File: src/rtl/uart_pkg.sv
// uart_pkg: shared types, widths and baud period helpers for the UART receive controller.
package uart_pkg;
  localparam int DROP_CNT_W = 8;
  localparam int PERIOD_W = 20;
  typedef enum logic [1:0] {BAUD_9600, BAUD_19200, BAUD_57600, BAUD_115200} baud_e;
  typedef enum logic {S_WAIT, S_REL} state_e;
  function automatic int baud_rate(input baud_e sel);
    return sel == BAUD_9600 ? 9600 : sel == BAUD_19200 ? 19200 : sel == BAUD_57600 ? 57600 : 115200;
  endfunction
  function automatic logic [PERIOD_W-1:0] baud_period(input int clk_hz, input baud_e sel);
    return PERIOD_W'(clk_hz / baud_rate(sel));
  endfunction
endpackage

File: src/rtl/uart_rx_controller_fifo.sv
// uart_byte_fifo: show-ahead byte FIFO with occupancy count; pop on empty is ignored.
module uart_byte_fifo #(
  parameter int DEPTH = 4,
  localparam int AW = $clog2(DEPTH),
  localparam int CW = AW + 1
) (
  input  logic          i_Clk,
  input  logic          i_Rst_L,
  input  logic          i_Push,
  input  logic [7:0]    i_Data,
  input  logic          i_Pop,
  output logic [7:0]    o_Data,
  output logic          o_Valid,
  output logic [CW-1:0] o_Count
);
  logic [7:0] mem_q [DEPTH];
  logic [7:0] mem_d [DEPTH];
  logic [AW-1:0] rd_q, rd_d, wr_q, wr_d;
  logic [CW-1:0] cnt_q, cnt_d;
  logic do_push, do_pop;
  if (DEPTH < 2 || (DEPTH & (DEPTH - 1)) != 0) begin : g_depth_check
    $error("uart_byte_fifo: DEPTH must be a power of 2 and at least 2");
  end
  always_comb begin
    do_pop = i_Pop && cnt_q != '0;
    do_push = i_Push && (cnt_q != CW'(DEPTH) || do_pop);
    mem_d = mem_q;
    if (do_push) mem_d[wr_q] = i_Data;
    rd_d = do_pop ? rd_q + AW'(1) : rd_q;
    wr_d = do_push ? wr_q + AW'(1) : wr_q;
    cnt_d = cnt_q + CW'(do_push) - CW'(do_pop);
  end
  always_ff @(posedge i_Clk or negedge i_Rst_L) begin
    if (!i_Rst_L) begin
      mem_q <= '{default: '0};
      rd_q <= '0;
      wr_q <= '0;
      cnt_q <= '0;
    end else begin
      mem_q <= mem_d;
      rd_q <= rd_d;
      wr_q <= wr_d;
      cnt_q <= cnt_d;
    end
  end
  assign o_Valid = cnt_q != '0;
  assign o_Data = o_Valid ? mem_q[rd_q] : '0;
  assign o_Count = cnt_q;
endmodule

File: src/rtl/uart_rx_controller.sv
// uart_rx_controller: runs the UART decoder ready/release handshake, programs its bit period
// from a baud selector and buffers received bytes with overrun tracking.
module uart_rx_controller
  import uart_pkg::*;
#(
  parameter int CLK_HZ = 25000000,
  parameter int FIFO_DEPTH = 4,
  parameter int DEFAULT_BAUD = 3,
  localparam int CW = $clog2(FIFO_DEPTH) + 1
) (
  input  logic                  i_Clk,
  input  logic                  i_Rst_L,
  input  logic [1:0]            i_Baud_Sel,
  input  logic                  i_Baud_Load,
  input  logic                  i_Dec_Ready,
  input  logic [7:0]            i_Dec_Byte,
  input  logic [2:0]            i_Dec_State,
  output logic [PERIOD_W-1:0]   o_Dec_Period,
  output logic                  o_Dec_Release,
  output logic [7:0]            o_Byte,
  output logic                  o_Valid,
  input  logic                  i_Pop,
  output logic [CW-1:0]         o_Count,
  output logic                  o_Overrun,
  output logic [DROP_CNT_W-1:0] o_Drop_Count,
  input  logic                  i_Clear_Overrun,
  output logic                  o_Busy
);
  state_e state_q, state_d;
  baud_e pend_q, pend_d;
  logic rel_q, rel_d, busy_q, busy_d, ovr_q, ovr_d;
  logic [PERIOD_W-1:0] period_q, period_d;
  logic [DROP_CNT_W-1:0] drop_q, drop_d;
  logic capture, accept, push, drop, apply;
  if (CLK_HZ / baud_rate(BAUD_9600) >= (1 << PERIOD_W)) begin : g_period_check
    $error("uart_rx_controller: bit period does not fit the decoder period port");
  end
  always_comb begin
    capture = state_q == S_WAIT && i_Dec_Ready;
    accept = o_Count != CW'(FIFO_DEPTH) || i_Pop;
    push = capture && accept;
    drop = capture && !accept;
    // Both states follow ready: WAIT leaves on ready, REL returns once ready falls.
    state_d = i_Dec_Ready ? S_REL : S_WAIT;
    rel_d = state_d == S_REL;
    apply = busy_q && !i_Baud_Load && state_q == S_WAIT && i_Dec_State == '0 && !i_Dec_Ready;
    pend_d = i_Baud_Load ? baud_e'(i_Baud_Sel) : pend_q;
    busy_d = i_Baud_Load || (busy_q && !apply);
    period_d = apply ? baud_period(CLK_HZ, pend_q) : period_q;
    ovr_d = drop || (ovr_q && !i_Clear_Overrun);
    drop_d = drop ? (i_Clear_Overrun ? DROP_CNT_W'(1) : drop_q + DROP_CNT_W'(drop_q != '1))
                  : (i_Clear_Overrun ? '0 : drop_q);
  end
  always_ff @(posedge i_Clk or negedge i_Rst_L) begin
    if (!i_Rst_L) begin
      state_q <= S_WAIT;
      rel_q <= 1'b0;
      pend_q <= baud_e'(DEFAULT_BAUD[1:0]);
      busy_q <= 1'b0;
      period_q <= baud_period(CLK_HZ, baud_e'(DEFAULT_BAUD[1:0]));
      ovr_q <= 1'b0;
      drop_q <= '0;
    end else begin
      state_q <= state_d;
      rel_q <= rel_d;
      pend_q <= pend_d;
      busy_q <= busy_d;
      period_q <= period_d;
      ovr_q <= ovr_d;
      drop_q <= drop_d;
    end
  end
  uart_byte_fifo #(.DEPTH(FIFO_DEPTH)) u_fifo (
    .i_Clk(i_Clk),
    .i_Rst_L(i_Rst_L),
    .i_Push(push),
    .i_Data(i_Dec_Byte),
    .i_Pop(i_Pop),
    .o_Data(o_Byte),
    .o_Valid(o_Valid),
    .o_Count(o_Count)
  );
  assign o_Dec_Period = period_q;
  assign o_Dec_Release = rel_q;
  assign o_Busy = busy_q;
  assign o_Overrun = ovr_q;
  assign o_Drop_Count = drop_q;
endmodule

File: config.mk
export PLATFORM = sky130hd
export DESIGN_NAME = uart_rx_controller
export DESIGN_NICKNAME = d
export VERILOG_FILES = /design/src/rtl/uart_pkg.sv /design/src/rtl/uart_rx_controller_fifo.sv /design/src/rtl/uart_rx_controller.sv
export SDC_FILE = /design/constraint.sdc
export NUM_CORES = 1
export LEC_CHECK = 0
export ABC_AREA = 0
export BUFFER_PORTS_ARGS = -buffer_cell sky130_fd_sc_hd__buf_2
export CORE_ASPECT_RATIO = 1.2
export CORE_MARGIN = 3
export CORE_UTILIZATION = 39
export DETAILED_ROUTE_END_ITERATION = 16
export SYNTH_ARGS = -nofsm -noshare
export SYNTH_HDL_FRONTEND = slang
export SYNTH_SLANG_ARGS = --single-unit
File: constraint.sdc
create_clock -name i_Clk -period 11.6 [get_ports i_Clk]
set_clock_uncertainty 0.1 [all_clocks]
set_input_delay 0.58 -clock i_Clk [delete_from_list [all_inputs] [get_ports i_Clk]]
set_output_delay 0.58 -clock i_Clk [all_outputs]
set_load 0.02 [all_outputs]
==> flow_metrics.tcl <==
set metrics [dict create \
    outcome "completed" \
    drtIter0Drc 371 \
    multi_input_area_um2 2750 \
    wl_per_cell_um 17.4 \
    grt-ovfl-total 0 \
    gp_congestion 0.939 \
    cp_data_required_time_ps 11710 \
    cts-root-buf "clkbuf_16" \
    clockBufferDepth 2 \
    post-synth-top-count-cell "dfrtp_1" \
    synth_nets 526 \
    finalNetCount 586 \
    ir_worst_vdd_uv 109 \
    drtAntennaViolNets 0 \
    timing.slew.headroom_pct 41.7 \
    ys.flop_type "dfrtp_1" \
    dp_cells 680 \
    post-route-min-period_ps 10880 \
    crit_fanout 8 \
    seqCellArea_um2 1760 \
    syn_inst 476 \
    start_util_pct 39.9 \
    die_area_um2 13300 \
    leakage_nw 2.49 \
    tightest_slew_ps 874 \
    netlist_area_um2 4640 \
    fp.dieW_um 106 \
    drv_slew 0 \
    p_int_w 0.000745 \
    antenna_cells 0 \
    criticalPathCategory "reg2reg" \
    grt_pass1_vias 4013 \
    pwr-share-comb_pct 41.0 \
    grt_max_degree 71 \
    ys_types 73 \
    power.density_cell_area_nw_per_um2 212 \
    yosysWarnings 0 \
    worstSetupStartpointType "register" \
    clkPwrFrac_pct 25.5 \
    p_switching_w 0.000421 \
    cts.sink_count 70 \
    numCtsBuffers 9 \
    synth_edf_count 0 \
    finalNonFillerCells 698 \
    drive_gt1_share_pct 29.9 \
    final_util_pct 47.3 \
    row_count 43 \
    cts_tree "done" \
    pin_count 62 \
    antenna_found_initial 0 \
    fmax_mhz 91.9 \
    htreeDepth 3 \
    cpPeakStageDelay_ps 570 \
    core_um2 11600 \
    critPathArrivalTime_ps 10980 \
    grt_pass1_wl_um 19700 \
    setup_violations 0 \
    syn_to_final_growth_pct 18.4 \
    die_y_um 126 \
    p_seq_share_pct 33.6 \
    cp-end-kind "register" \
    hp-class "in2reg" \
    wl_met1_um 4920 \
    clk_transition_reported_paths_ps 60 \
    dpl_worst_slack_ps 520 \
    cp_slowest_cell "dfstp_2" \
    clkLatencyLatePin_ps 330 \
    dr.max_layer_used "met4" \
    crit_top_cell "nor2_1" \
    ys_seq_elements 70 \
    fin_ws_ps 724 \
    io_buffers 61 \
    maxCapViolations 0 \
    synth_common_cells "63 x dfrtp_1, 52 x nand2_1, 44 x o21ai_0" \
    seq_area_frac_synth_pct 37.9 \
    fill_cells 1124 \
    ctsHoldBuffers 0 \
    async_flop_share_pct 100 \
    drt-total-wl_um 12100 \
    p_sw_share_pct 36.1 \
    yosysTopAreaCell "dfrtp_1" \
    avgSynthCellArea_um2 9.75 \
    dp_hpwl_um 8700 \
    wl_met2_um 5950 \
    grt_usage_pct 18.5 \
    yosys-top-cells-area "dfrtp_1 34%, mux2_2 9.0%, ha_1 8.1%" \
    period_share_pct 93.8 \
    finalHoldViolCount 0 \
    yosysTopAreaCellShare_pct 34.0 \
    vias_per_cell 5.63 \
    dr.pass1.iters 5 \
    remaining_drc_errors 0 \
    route.met3.wl_um 748 \
    vias 3933 \
]
critical path, delay by kind of cell (launching register included):
kind | cells | cell delay [ps]
AOI/OAI and AO/OA | 20 | 4120
and+or+nand+nor | 20 | 2890
adders and majority gates | 9 | 2560
DFF | 1 | 570
muxes | 1 | 200
xor gates and xnor gates | 1 | 170
buffers and inverters | 1 | 110
power by group through the flow:
stage / Combinational, W / Clock [W] / Sequential (W)
floorplan: 0.000349 / 0 / 0.000388
global placement: 0.000466 / 0 / 0.000390
detailed placement: 0.000473 / 0 / 0.000397
CTS: 0.000476 / 0.000303 / 0.000393
global route: 0.000523 / 0.000316 / 0.000403
finish: 0.000477 / 0.000297 / 0.000391
cells in the final DEF (no fill, tap or decap), types with 5 or more instances in the layout:
| cell | count |
|---|---|
| clkbuf_16 | 9 |
| mux4_2 | 8 |
| or3_1 | 5 |
| a31oi_1 | 6 |
| nor3_1 | 10 |
| nor2_1 | 37 |
| a21oi_1 | 20 |
| o21ai_0 | 44 |
| dfrtp_1 | 63 |
| xor2_1 | 7 |
| buf_2 | 61 |
| buf_4 | 12 |
| dfstp_2 | 7 |
| ha_1 | 30 |
| and2_1 | 13 |
| inv_1 | 18 |
| mux2i_1 | 6 |
| mux2_2 | 37 |
| and3_1 | 5 |
| nand2_1 | 52 |
layout make-up:
cell class,count,area share [%]
Clock inverter,7,1.78
Timing Repair Buffer,73,7.20
Sequential cell,70,32.0
Clock buffer,9,4.10
Inverter,19,1.30
Tap cell,157,3.58
Multi-Input combinational cell,363,50.0
what timing repair did:
| action | 4_1_cts | 5_1_grt |
|---|---|---|
| buffers inserted | 0 | 2 |
| gates resized for setup | 0 | 8 |
| setup endpoints to repair | 0 | 2 |
routing by layer:
metal	vias up	GRT usage (%)
met5	-	0
met4	0	9.68
met3	46	3.77
met2	176	31.8
met1	1863	21.7
li1	1848	-
path summary, 6_finish.rpt:
check                                                    end  slack (ps)  depth (start not counted)                        start
min in group asynchronous        o_Drop_Count[2]$_DFFE_PN0P_         340                          2                      i_Rst_L
worst min-delay path                 o_Dec_Release$_DFF_PN0_         310                          1                  i_Dec_Ready
worst min register to register   o_Dec_Period[7]$_DFFE_PN1P_         380                          2  o_Dec_Period[7]$_DFFE_PN1P_
worst max register to register  o_Dec_Period[12]$_DFFE_PN0P_         720                         52        pend_q[0]$_DFFE_PN1P_
max in group asynchronous       o_Dec_Period[12]$_DFFE_PN0P_       10480                          2                      i_Rst_L
worst max-delay path            o_Dec_Period[12]$_DFFE_PN0P_         720                         52        pend_q[0]$_DFFE_PN1P_
per-stage QoR:
step / instance area [µm²] / setup TNS (ps) / hold slack (ps) / power (W)
4_1_cts: 5430 / 0 / 299 / 0.00117
3_5_place_dp: 5110 / 0 / 370 / 0.000870
2_1_floorplan: 4640 / 0 / 184 / 0.000737
3_3_place_gp: 5110 / 0 / 362 / 0.000857
5_1_grt: 5490 / -67.8 / 318 / 0.00124
6_report: 5490 / 0 / 307 / 0.00117
cell families after synthesis:
family | share of synthesized area, %
mux | 14.4
buf+inv | 3.85
flops | 37.9
compound gates | 17.1
simple gates | 16.1
xor+xnor | 2.08
fa+ha+maj | 8.52
flip-flops by register name, summed over array words and instances, names as in the netlist:
register        count
u_fifo.wr_q         2
o_Dec_Release       1
o_Dec_Period       18
o_Busy              1
u_fifo.mem_q       32
o_Overrun           1
u_fifo.rd_q         2
pend_q              2
u_fifo.o_Count      3
o_Drop_Count        8
No activity file was read; power rests on OpenSTA's default activity.
